--- config.mk ---
export PLATFORM = sky130hd
export DESIGN_NAME = pwm_ramp_sequencer_flat
export DESIGN_NICKNAME = d
export VERILOG_FILES = /design/src/rtl/pwm_ramp_sequencer_if.sv /design/src/rtl/pwm_ramp_sequencer.sv /design/src/flat_wrapper.sv
export SDC_FILE = /design/constraint.sdc
export NUM_CORES = 1
export LEC_CHECK = 0
export ABC_CLOCK_PERIOD_IN_PS = 9150
export CAP_MARGIN = 40
export CORE_MARGIN = 5
export CORE_UTILIZATION = 55
export DETAILED_ROUTE_END_ITERATION = 8
export GPL_ROUTABILITY_DRIVEN = 0
export PLACE_DENSITY = 0.76
export SLEW_MARGIN = 10
export SYNTH_ARGS = -nofsm -noshare
export SYNTH_HDL_FRONTEND = slang
export SYNTH_SLANG_ARGS = --single-unit
--- constraint.sdc ---
create_clock -name clk -period 9.15 [get_ports clk]
set_input_delay 1.3725 -clock clk [delete_from_list [all_inputs] [get_ports clk]]
set_output_delay 1.3725 -clock clk [all_outputs]
set_load 0.02 [all_outputs]
--- src/rtl/pwm_ramp_sequencer_if.sv ---
// Control/status bundle between the duty-cycle sequencer and its user side.
// Master drives target/strobes; slave (the sequencer) returns Npwm and status flags.
interface pwm_ramp_sequencer_if;
    logic       ena;
    logic       tick;
    logic       load;
    logic [6:0] target;
    logic       stop;
    logic [6:0] Npwm;
    logic       busy;
    logic       done;
    logic       stopped;

    modport master (
        output ena, tick, load, target, stop,
        input  Npwm, busy, done, stopped
    );

    modport slave (
        input  ena, tick, load, target, stop,
        output Npwm, busy, done, stopped
    );
endinterface

--- src/rtl/pwm_ramp_sequencer.sv ---
// Slews Npwm toward a clamped target by STEP every DIV ticks; first step DIV ticks after load, no backpressure (ena=0 freezes).
// PWM_SOFT_STOP_EN: stop ramps down through STOP; otherwise stop zeroes Npwm and halts at once.
module pwm_ramp_sequencer #(
    parameter int MAX_DUTY   = 100,
    parameter int STEP       = 1,
    parameter int DIV        = 4,
    parameter int RESET_DUTY = 0
) (
    input  logic                 clk,
    input  logic                 rst,
    pwm_ramp_sequencer_if.slave  bus
);

    localparam int              CW      = (DIV > 1) ? $clog2(DIV) : 1;
    localparam logic [6:0]      C_MAX   = 7'(MAX_DUTY);
    localparam logic [6:0]      C_STEP  = 7'(STEP);
    localparam logic [6:0]      C_RST   = 7'(RESET_DUTY);
    localparam logic [CW-1:0]   C_LAST  = CW'(DIV - 1);

    typedef enum logic [1:0] {ST_IDLE, ST_RAMP, ST_STOP, ST_HALT} state_t;

    state_t          r_state, w_state_n;
    logic [6:0]      r_npwm, w_npwm_n;
    logic [6:0]      r_tgt, w_tgt_n;
    logic [CW-1:0]   r_cnt, w_cnt_n;
    logic            r_done, w_done_n;
    logic            r_stopped;
    logic [6:0]      w_clamp;
    logic [6:0]      w_stepped;

    always_comb begin
        w_clamp = (bus.target > C_MAX) ? C_MAX : bus.target;
    end

    // One step toward r_tgt, clipped so it lands exactly on the target.
    always_comb begin
        w_stepped = r_npwm;
        if (r_tgt > r_npwm) begin
            w_stepped = ((r_tgt - r_npwm) > C_STEP) ? (r_npwm + C_STEP) : r_tgt;
        end else if (r_tgt < r_npwm) begin
            w_stepped = ((r_npwm - r_tgt) > C_STEP) ? (r_npwm - C_STEP) : r_tgt;
        end
    end

    always_comb begin
        w_state_n = r_state;
        w_npwm_n  = r_npwm;
        w_tgt_n   = r_tgt;
        w_cnt_n   = r_cnt;
        w_done_n  = r_done;
        if (bus.ena) begin
            w_done_n = 1'b0;
            case (r_state)
                ST_IDLE, ST_RAMP: begin
                    if (bus.stop) begin
`ifdef PWM_SOFT_STOP_EN
                        w_tgt_n   = 7'd0;
                        w_cnt_n   = '0;
                        w_state_n = ST_STOP;
`else
                        w_tgt_n   = 7'd0;
                        w_npwm_n  = 7'd0;
                        w_cnt_n   = '0;
                        w_state_n = ST_HALT;
`endif
                    end else if (bus.load) begin
                        w_tgt_n = w_clamp;
                        if (w_clamp == r_npwm) begin
                            if (r_state == ST_RAMP) begin
                                w_state_n = ST_IDLE;
                                w_done_n  = 1'b1;
                            end
                        end else begin
                            w_state_n = ST_RAMP;
                            // Retarget keeps the pacing phase; a fresh ramp starts a full period.
                            if (r_state == ST_IDLE) begin
                                w_cnt_n = '0;
                            end
                        end
                    end else if (bus.tick && (r_state == ST_RAMP)) begin
                        if (r_cnt == C_LAST) begin
                            w_cnt_n  = '0;
                            w_npwm_n = w_stepped;
                            if (w_stepped == r_tgt) begin
                                w_state_n = ST_IDLE;
                                w_done_n  = 1'b1;
                            end
                        end else begin
                            w_cnt_n = r_cnt + 1'b1;
                        end
                    end
                end
`ifdef PWM_SOFT_STOP_EN
                ST_STOP: begin
                    if (r_npwm == 7'd0) begin
                        w_cnt_n   = '0;
                        w_state_n = ST_HALT;
                    end else if (bus.tick) begin
                        if (r_cnt == C_LAST) begin
                            w_cnt_n  = '0;
                            w_npwm_n = w_stepped;
                            if (w_stepped == 7'd0) begin
                                w_state_n = ST_HALT;
                            end
                        end else begin
                            w_cnt_n = r_cnt + 1'b1;
                        end
                    end
                end
`endif
                ST_HALT: begin
                    w_npwm_n = 7'd0;
                    if (!bus.stop) begin
                        w_tgt_n   = 7'd0;
                        w_state_n = ST_IDLE;
                    end
                end
                default: begin
                    w_state_n = ST_IDLE;
                end
            endcase
        end
    end

    always_ff @(posedge clk) begin
        if (rst) begin
            r_state   <= ST_IDLE;
            r_npwm    <= C_RST;
            r_tgt     <= C_RST;
            r_cnt     <= '0;
            r_done    <= 1'b0;
            r_stopped <= 1'b0;
        end else begin
            r_state   <= w_state_n;
            r_npwm    <= w_npwm_n;
            r_tgt     <= w_tgt_n;
            r_cnt     <= w_cnt_n;
            r_done    <= w_done_n;
            r_stopped <= (w_state_n == ST_HALT);
        end
    end

    assign bus.Npwm    = r_npwm;
    assign bus.busy    = (r_state == ST_RAMP) || (r_state == ST_STOP);
    assign bus.done    = r_done;
    assign bus.stopped = r_stopped;

endmodule

--- src/flat_wrapper.sv ---
// flat-port wrapper written by rule: the top's interface ports become plain ports
module pwm_ramp_sequencer_flat 
#(
    parameter int MAX_DUTY   = 100,
    parameter int STEP       = 1,
    parameter int DIV        = 4,
    parameter int RESET_DUTY = 0
)
  (clk, rst, bus_ena, bus_tick, bus_load, bus_target, bus_stop, bus_Npwm, bus_busy, bus_done, bus_stopped);
  pwm_ramp_sequencer_if bus_i ();
  input  logic clk;
  input  logic rst;
  input wire logic [$bits(bus_i.ena)-1:0] bus_ena;
  input wire logic [$bits(bus_i.tick)-1:0] bus_tick;
  input wire logic [$bits(bus_i.load)-1:0] bus_load;
  input wire logic [$bits(bus_i.target)-1:0] bus_target;
  input wire logic [$bits(bus_i.stop)-1:0] bus_stop;
  output wire logic [$bits(bus_i.Npwm)-1:0] bus_Npwm;
  output wire logic [$bits(bus_i.busy)-1:0] bus_busy;
  output wire logic [$bits(bus_i.done)-1:0] bus_done;
  output wire logic [$bits(bus_i.stopped)-1:0] bus_stopped;
  assign bus_i.ena = bus_ena;
  assign bus_i.tick = bus_tick;
  assign bus_i.load = bus_load;
  assign bus_i.target = bus_target;
  assign bus_i.stop = bus_stop;
  assign bus_Npwm = bus_i.Npwm;
  assign bus_busy = bus_i.busy;
  assign bus_done = bus_i.done;
  assign bus_stopped = bus_i.stopped;
  pwm_ramp_sequencer #(.MAX_DUTY(MAX_DUTY), .STEP(STEP), .DIV(DIV), .RESET_DUTY(RESET_DUTY)) u_core (.clk(clk), .rst(rst), .bus(bus_i));
endmodule
==> flow_summary.yaml, run 1 <==
status:
  outcome: "completed"
hold_path:
  hold_path.class: "flip-flop to flip-flop"
timing:
  post-route-period-util_pct: 50.3
  fmax_mhz: 217
  finClkSkew_ns: 0.00398
  maxSlewViolCount: 0
  finalHoldViolations: 0
  worst_slew_pin_slew_ns: 0.971
  fin_crit_ns: 4.60
  rsz0062_at_grt: "false"
  fin_setup_tns_ns: 0
  max_slew_margin_pct: 34.2
  setup_viol: 0
route:
  vias: 2967
  ant_nets: 0
  viasPerCell: 6.95
  routedWlPerCell_um: 18.5
  first_pass_iters: 5
  drc: 0
  routed_wl_um: 7900
  drtIter0Drc: 335
die:
  rows: 25
  pin_count: 23
  fp.dieW_um: 79.5
  die-area_sq_um: 6320
  core_area_sq_um: 4690
  die_h_um: 79.5
  start_util_pct: 56.6
placement:
  dp_hpwl_um: 5960
  io_buffer_count: 22
  placed_cells: 422
job:
  maxCapViolations: 0
grt:
  antenna_found_initial: 0
  grt_max_degree: 19
  grt_pass1_vias: 2670
  grt_pass1_wl_um: 12900
  overflow: 0
  grt_usage_pct: 25.2
logic_synthesis:
  synth_edf_count: 0
  synthMuxAreaShare_pct: 2.83
  ys.flop_type: "dfxtp_1"
  ys_seq_elements: 20
  syn_area_per_cell_sq_um: 7.35
  synth_top_family_by_area: "compound AO/OA/AOI/OAI gates"
  syn_inst: 361
  yosys.cell_types.count: 65
  yosys.area_share.adder_pct: 11.4
  syn_nets: 397
  async_flop_share_pct: 0
  syn_area_sq_um: 2660
  yosys.area_share.xor_xnor_pct: 5.61
  synth_simple_gate_area_share_pct: 24.7
  yosysWarnings: 0
  synth-seq-area-share_pct: 15.1
  synth_compound_area_share_pct: 33.9
worst_setup_path:
  startpoint_type: "flip-flop"
  worstPathRequired_ns: 9.32
  path_max_fanout: 14
  arrival_ns: 4.77
  worstSetupEndpointType: "flip-flop"
  crit_type: "flip-flop to flip-flop"
layout:
  n_fill_cell: 436
  regArea_sq_um: 400
  instances_no_fill: 427
  diodes: 0
  final_common_cell: "nor2_1"
  area_growth_pct: 11.6
  drive_above_1_share_pct: 8.04
  final_cell_mix: "nor2_1 (32), nand2_1 (29), a21oi_1 (27), inv_1 (23), clkdlybuf4s50_1 (22)"
  final_nets: 410
  multi_input_area_sq_um: 2080
cts:
  cts.clk_slew.worst_paths_ns: 0.08
  numCtsBuffers: 3
  ctsResizeCount: 0
  postCtsHoldBufs: 0
  h-tree-depth: 1
  cts_tree: "done"
  cts_setup_buffers: 0
  clk_path_buf_depth: 2
  cts_root_buf: "clkbuf_8"
  clkSinkCount: 20
  clk_latency_ns: 0.27
[final timing paths]
kind / from / cells past startpoint / to / slack (ns)
setup / recovery: u_core.bus.Npwm[0] / 13 / u_core.r_state[1] / 4.55
setup reg to reg: u_core.bus.Npwm[0] / 13 / u_core.r_state[1] / 4.55
hold reg to reg: u_core.r_cnt[1] / 2 / u_core.r_cnt[1] / 0.52
hold / removal: u_core.r_cnt[1] / 2 / u_core.r_cnt[1] / 0.52
[final cells by class]
class                      count  area share (%)
inverter                      24            3.04
multi-input combinational    299            70.3
tap                           54            2.28
timing repair buffer          26            8.49
clock inverter                 1            1.01
clock buffer                   3            1.39
sequential                    20            13.5
[logic make-up (layout without fill, tap and decap cells)]
| family | count (synthesis) | in the layout |
|---|---|---|
| muxes | 7 | 7 |
| buffers and inverters | 42 | 54 |
| and+or+nand+nor | 129 | 129 |
| adders and majority gates | 23 | 23 |
| xor gates and xnor gates | 17 | 17 |
| DFF | 20 | 20 |
| AOI/OAI and AO/OA | 123 | 123 |
[synthesized netlist by cell type, drive strengths merged, types with 6 or more instances]
cell | n | share of area [%]
dfxtp | 20 | 15
o31ai | 6 | 1.7
inv | 24 | 3.4
a21oi | 27 | 5.1
clkbuf | 12 | 1.7
nand3 | 12 | 2.5
a22oi | 12 | 3.4
buf | 6 | 1.4
nand2 | 29 | 4.1
nor3 | 12 | 2.3
o211ai | 6 | 1.7
o21ai | 21 | 4.0
nor2b | 6 | 1.4
nor2 | 32 | 4.5
ha | 21 | 9.9
xnor2 | 11 | 3.6
o22ai | 7 | 1.6
xor2 | 6 | 2.0
[registers in the layout, indices dropped and copies added, names as in the netlist]
register            count
u_core.bus.Npwm         7
u_core.bus.done         1
u_core.bus.stopped      1
u_core.r_cnt            2
u_core.r_state          2
u_core.r_tgt            7
[stage by stage]
stage               hold WS (ns)  utilization, %  worst slack [ns]  instance area (sq um)
floorplan                  0.465               -              5.21                   2660
global placement           0.488            61.3              4.54                   2880
detailed placement         0.498            61.4              4.50                   2880
CTS                        0.518            62.9              4.49                   2950
global route               0.569            63.1              4.29                   2960
finish                     0.520            63.1              4.55                   2960
[layer usage]
metal / wire [um] / share of wire [%] / GRT usage, %
met4: 260 / 3.3 / 9.28
met5: 0 / 0 / 0
met2: 3570 / 45 / 41.7
met3: 701 / 8.9 / 2.48
met1: 3360 / 43 / 33.7
[worst max-delay path: stages (launching register included)]
cell and delay, ns:
dfxtp_1 0.62, inv_1 0.22, ha_1 0.29, fa_1 0.42
nor2b_1 0.22, o21a_1 0.16, o311ai_1 0.27, a2111oi_4 0.84
nand2_1 0.22, a2111oi_2 0.35, nand4_1 0.15, nor4_2 0.39
a31oi_1 0.17, and2_1 0.19
Power of run 1 is left out: the tool's default activity adds up to more than one toggle a clock period on the data nets, which glitch-free logic cannot reach.
==> run 2: changes to the inputs <==
--- a/config.mk
+++ b/config.mk
@@ -5,13 +5,13 @@
 export SDC_FILE = /design/constraint.sdc
 export NUM_CORES = 1
 export LEC_CHECK = 0
-export ABC_CLOCK_PERIOD_IN_PS = 9150
+export ABC_CLOCK_PERIOD_IN_PS = 4100
 export CAP_MARGIN = 40
 export CORE_MARGIN = 5
-export CORE_UTILIZATION = 55
+export CORE_UTILIZATION = 54
 export DETAILED_ROUTE_END_ITERATION = 8
 export GPL_ROUTABILITY_DRIVEN = 0
-export PLACE_DENSITY = 0.76
+export PLACE_DENSITY = 0.78
 export SLEW_MARGIN = 10
 export SYNTH_ARGS = -nofsm -noshare
 export SYNTH_HDL_FRONTEND = slang
==> constraint.sdc (replaced) <==
create_clock -name clk -period 4.1 [get_ports clk]
set_input_delay 0.615 -clock clk [delete_from_list [all_inputs] [get_ports clk]]
set_output_delay 0.615 -clock clk [all_outputs]
set_load 0.02 [all_outputs]
==> run 2 against run 1 <==
  * Utilization rose by 2.0 points
  * First-iteration DRC count fell by 39%
  * Cell count rose by 6.8%
  * Non-clock buffer count rose by 16
  * Sequential cell count did not move
  * Sequential share of layout area fell by 0.50 points
  * Highest routed layer unchanged
  * Count of clock-buffer cells in the layout rose by 1
  * Critical path depth rose by 1
  * Register-to-register slack got worse by 4.4 ns
==> flow_summary.yaml, run 2 (synthesis gave the netlist of run 1 again) <==
grt:
  grt_pass1_wl_um: 13200
  overflow: 0
  grt_max_degree: 19
  grt_pass1_vias: 2803
  antenna_found_initial: 0
  grt_usage_pct: 25.8
worst_setup_path:
  path_cells: "buf_4 > ha_1 > fa_1 > nand2b_1 > a21oi_1 > o311ai_0 > a2111oi_4 > buf_6 > nor3_1 > a2111oi_2 > nand4_1 > nor4_4 > a31oi_1 > and2_1"
  crit_type: "flip-flop to flip-flop"
  arrival_ns: 4.10
  slowest_delay_ns: 0.46
  cp_num_cells: 14
  r2r_slack_ns: 0.17
  cp_slowest_cell: "a2111oi_4"
  cp-startpoint: "u_core.bus.Npwm[0]"
  rr_endpoint: "u_core.r_state[1]"
  startpoint_type: "flip-flop"
  r2r_cells: 14
  path_max_fanout: 13
  r2r-start: "u_core.bus.Npwm[0]"
  cp_num_buf_inv: 2
  endpoint: "u_core.r_state[1]"
  worstPathRequired_ns: 4.26
  path_delay_family: "compound AO/OA/AOI/OAI gates"
  worstSetupEndpointType: "flip-flop"
route:
  routed_wl_um: 8020
  first_pass_iters: 5
  vias: 2973
  routedWlPerCell_um: 17.6
  viasPerCell: 6.52
  drtIter0Drc: 206
  ant_nets: 0
  drc: 0
timing:
  finalHoldViolations: 0
  fmax_mhz: 254
  fin_setup_tns_ns: 0
  setup_viol: 0
  fin_crit_ns: 3.93
  finClkSkew_ns: 0.00497
  max_slew_margin_pct: 50.5
  finalHoldWorstSlack_ns: 0.511
  worst_slew_pin_slew_ns: 0.739
  maxSlewViolCount: 0
  post-route-period-util_pct: 95.9
  fin_ws_ns: 0.167
die:
  pin_count: 23
  die_h_um: 80.1
  fp.dieW_um: 80.1
  die-area_sq_um: 6420
  rows: 25
  core_area_sq_um: 4750
  start_util_pct: 55.8
cts:
  numCtsBuffers: 3
  h-tree-depth: 1
  clk_latency_ns: 0.27
  cts_tree: "done"
  clkSinkCount: 20
  cts_root_buf: "clkbuf_8"
  cts.clk_slew.worst_paths_ns: 0.08
  clk_path_buf_depth: 2
placement:
  io_buffer_count: 22
  dp_hpwl_um: 6180
  post-place-ws_ns: 0.132
layout:
  final_common_cell: "nor2_1"
  multi_input_area_sq_um: 2090
  drive_above_1_share_pct: 12.3
  area_growth_pct: 16.6
  final_cell_mix: "nor2_1 (32), nand2_1 (29), a21oi_1 (27), inv_1 (23), clkdlybuf4s50_1 (22)"
  n_fill_cell: 458
  final_nets: 426
  diodes: 0
  regArea_sq_um: 403
job:
  maxCapViolations: 0
hold_path:
  hold_path.class: "flip-flop to flip-flop"
status:
  outcome: "completed"
==> run 2: worst min-delay path by stage <==
stage,depth (start not counted),endpoint,start,slack [ns]
3_5_place_dp,2,u_core.r_cnt[1],u_core.r_cnt[1],0.50
4_1_cts,2,u_core.r_cnt[1],u_core.r_cnt[1],0.52
6_report,2,u_core.r_cnt[1],u_core.r_cnt[1],0.51
5_1_grt,2,u_core.r_cnt[1],u_core.r_cnt[1],0.59
2_1_floorplan,2,u_core.r_cnt[1],u_core.r_cnt[1],0.46
3_3_place_gp,2,u_core.r_cnt[1],u_core.r_cnt[1],0.48
==> run 2: final cells by class <==
| class | instances | share of cell area [%] |
|---|---|---|
| clock buffers | 4 | 1.78 |
| repair buffers | 42 | 12.1 |
| multi-input cells | 299 | 67.5 |
| inverters | 24 | 2.91 |
| well taps | 67 | 2.71 |
| flip-flops and latches | 20 | 13.0 |
==> run 2: worst reg2reg max path, cell delays in order (launching register included) <==
cell       delay, ns
dfxtp_1         0.32
buf_4           0.19
ha_1            0.24
fa_1            0.42
nand2b_1        0.20
a21oi_1         0.14
o311ai_0        0.25
a2111oi_4       0.46
buf_6           0.22
nor3_1          0.08
a2111oi_2       0.42
nand4_1         0.22
nor4_4          0.35
a31oi_1         0.15
and2_1          0.19
==> run 2: what timing repair did <==
| action | in CTS | in global routing |
|---|---|---|
| gates resized for setup | 0 | 4 |
| buffers inserted | 0 | 2 |
| hold buffers | 0 | 0 |
| endpoints found under the setup margin | 0 | 2 |
==> run 2: per-layer routing <==
layer	track usage [%]	vias to the layer above	share of wire, %
li1	-	1406	-
met1	33.6	1378	42
met2	42.7	156	47
met3	3.03	33	7.7
met4	11.3	0	3.5
met5	0	-	0
==> run 2: metrics by stage <==
stage	instance area, sq um	std cells	util, %
2_1_floorplan	2660	361	-
3_3_place_gp	3010	450	63.3
3_5_place_dp	3010	450	63.3
4_1_cts	3070	454	64.5
5_1_grt	3100	456	65.1
6_report	3100	456	65.1
Power of run 2 is left out for the same reason.
==> run 3: changes to the inputs <==
--- a/config.mk
+++ b/config.mk
@@ -5,13 +5,12 @@
 export SDC_FILE = /design/constraint.sdc
 export NUM_CORES = 1
 export LEC_CHECK = 0
-export ABC_CLOCK_PERIOD_IN_PS = 4100
-export CAP_MARGIN = 40
+export ABC_CLOCK_PERIOD_IN_PS = 4900
 export CORE_MARGIN = 5
-export CORE_UTILIZATION = 54
+export CORE_UTILIZATION = 55
 export DETAILED_ROUTE_END_ITERATION = 8
 export GPL_ROUTABILITY_DRIVEN = 0
-export PLACE_DENSITY = 0.78
+export PLACE_DENSITY = 0.76
 export SLEW_MARGIN = 10
 export SYNTH_ARGS = -nofsm -noshare
 export SYNTH_HDL_FRONTEND = slang
==> constraint.sdc (replaced) <==
create_clock -name clk -period 4.9 [get_ports clk]
set_input_delay 0.735 -clock clk [delete_from_list [all_inputs] [get_ports clk]]
set_output_delay 0.735 -clock clk [all_outputs]
set_load 0.02 [all_outputs]
==> run 3 against run 2 <==
  * Cell area fell by 3.9%
  * Clock skew fell by 0.0038 ns
  * Cell count fell by 5.3%
  * Sequential cell count unchanged
  * Wire length decreased by 0.77%
  * Register-to-register slack gained 0.38 ns
  * Global-route usage is 0.48 points lower
  * Count of clock-buffer cells in the layout down 1
  * Critical path depth is 2 lower
  * Highest routed layer unchanged
  * Hold slack worse by 0.00076 ns
==> flow_summary.yaml, run 3 (synthesis gave the netlist of run 1 again) <==
layout:
  final_common_cell: "nor2_1"
  final_core_util_pct: 63.4
  area_growth_pct: 12.1
  diodes: 0
  final_cell_mix: "nor2_1 (32), nand2_1 (29), a21oi_1 (27), inv_1 (23), clkdlybuf4s50_1 (22)"
  final_nets: 416
  drive_above_1_share_pct: 9.26
grt:
  grt_pass1_vias: 2810
  grt_pass1_wl_um: 13000
  grt_max_degree: 19
  grt_usage_pct: 25.4
  overflow: 0
  antenna_found_initial: 0
worst_setup_path:
  worstSetupEndpointType: "flip-flop"
  path_max_fanout: 14
  startpoint_type: "flip-flop"
  worstPathRequired_ns: 5.06
  arrival_ns: 4.51
  crit_type: "flip-flop to flip-flop"
cts:
  cts_setup_buffers: 0
  cts_tree: "done"
  cts.clk_slew.worst_paths_ns: 0.07
  ctsResizeCount: 0
  numCtsBuffers: 3
  clk_latency_ns: 0.26
  postCtsHoldBufs: 0
  h-tree-depth: 1
  clk_path_buf_depth: 2
  clkSinkCount: 20
  cts_root_buf: "clkbuf_8"
route:
  routedWlPerCell_um: 18.4
  first_pass_iters: 5
  routed_wl_um: 7960
  drtIter0Drc: 251
  ant_nets: 0
  vias: 2973
  viasPerCell: 6.88
  drc: 0
hold_path:
  hold_path.class: "flip-flop to flip-flop"
timing:
  worst_slew_pin_slew_ns: 0.995
  rsz0062_at_grt: "false"
  fmax_mhz: 230
  setup_viol: 0
  maxSlewViolCount: 0
  fin_ws_ns: 0.543
  max_slew_margin_pct: 32.6
  finalHoldViolations: 0
  post-route-period-util_pct: 88.9
  fin_setup_tns_ns: 0
  finClkSkew_ns: 0.00113
  finalHoldWorstSlack_ns: 0.510
  fin_crit_ns: 4.36
die:
  rows: 25
  fp.dieW_um: 79.5
  start_util_pct: 56.6
  pin_count: 23
  die-area_sq_um: 6320
  die_h_um: 79.5
  core_area_sq_um: 4690
placement:
  post-place-ws_ns: 0.619
  io_buffer_count: 22
  dp_hpwl_um: 6120
job:
  maxCapViolations: 0
status:
  outcome: "completed"
[run 3: changes by cell type in the layout (fill, tap and decap cells not counted)]
cell	before	now
nor4_2	0	1
buf_4	19	10
nor4_4	1	0
dfxtp_2	2	0
buf_6	1	0
dfxtp_1	18	20
clkbuf_8	4	3
[run 3: layout make-up]
class / instances / area [sq um]
repair buffers: 32 / 295
well taps: 54 / 67.6
fillers: 459 / 1720
multi-input cells: 299 / 2080
inverters: 24 / 90.1
flip-flops and latches: 20 / 400
clock buffers: 3 / 41.3
[run 3: metal layers]
metal  up-vias  GRT usage, %  part of all wire (%)
li1       1391             -                     -
met1      1370          32.4                    41
met2       177          43.3                    47
met3        35          2.71                   9.0
met4         0          9.97                   3.1
met5         -             0                     0
[run 3: worst paths after layout]
| kind | start | endpoint | slack (ns) | depth (start not counted) |
|---|---|---|---|---|
| max | u_core.bus.Npwm[6] | u_core.r_state[1] | 0.54 | 12 |
| min | u_core.r_cnt[1] | u_core.r_cnt[1] | 0.51 | 2 |
| max reg2reg | u_core.bus.Npwm[6] | u_core.r_state[1] | 0.54 | 12 |
| min reg2reg | u_core.r_cnt[1] | u_core.r_cnt[1] | 0.51 | 2 |
[run 3: worst max-delay path, cell delays in order, from the launching register on]
cell       delay (ns)
dfxtp_1          0.48
inv_1            0.18
ha_1             0.51
nor2b_1          0.13
a221oi_1         0.25
o311ai_1         0.33
a2111oi_4        0.85
nand2_1          0.28
a2111oi_2        0.36
nand4_1          0.18
nor4_2           0.39
a31oi_1          0.15
and2_1           0.17
[run 3: per-stage QoR]
| step | std cells | cell area, sq um |
|---|---|---|
| final | 432 | 2980 |
| after CTS | 432 | 2980 |
| after global routing | 432 | 2980 |
| after detailed placement | 429 | 2940 |
| after global placement | 429 | 2940 |
| after floorplan | 361 | 2660 |
Power of run 3 is left out for the same reason.
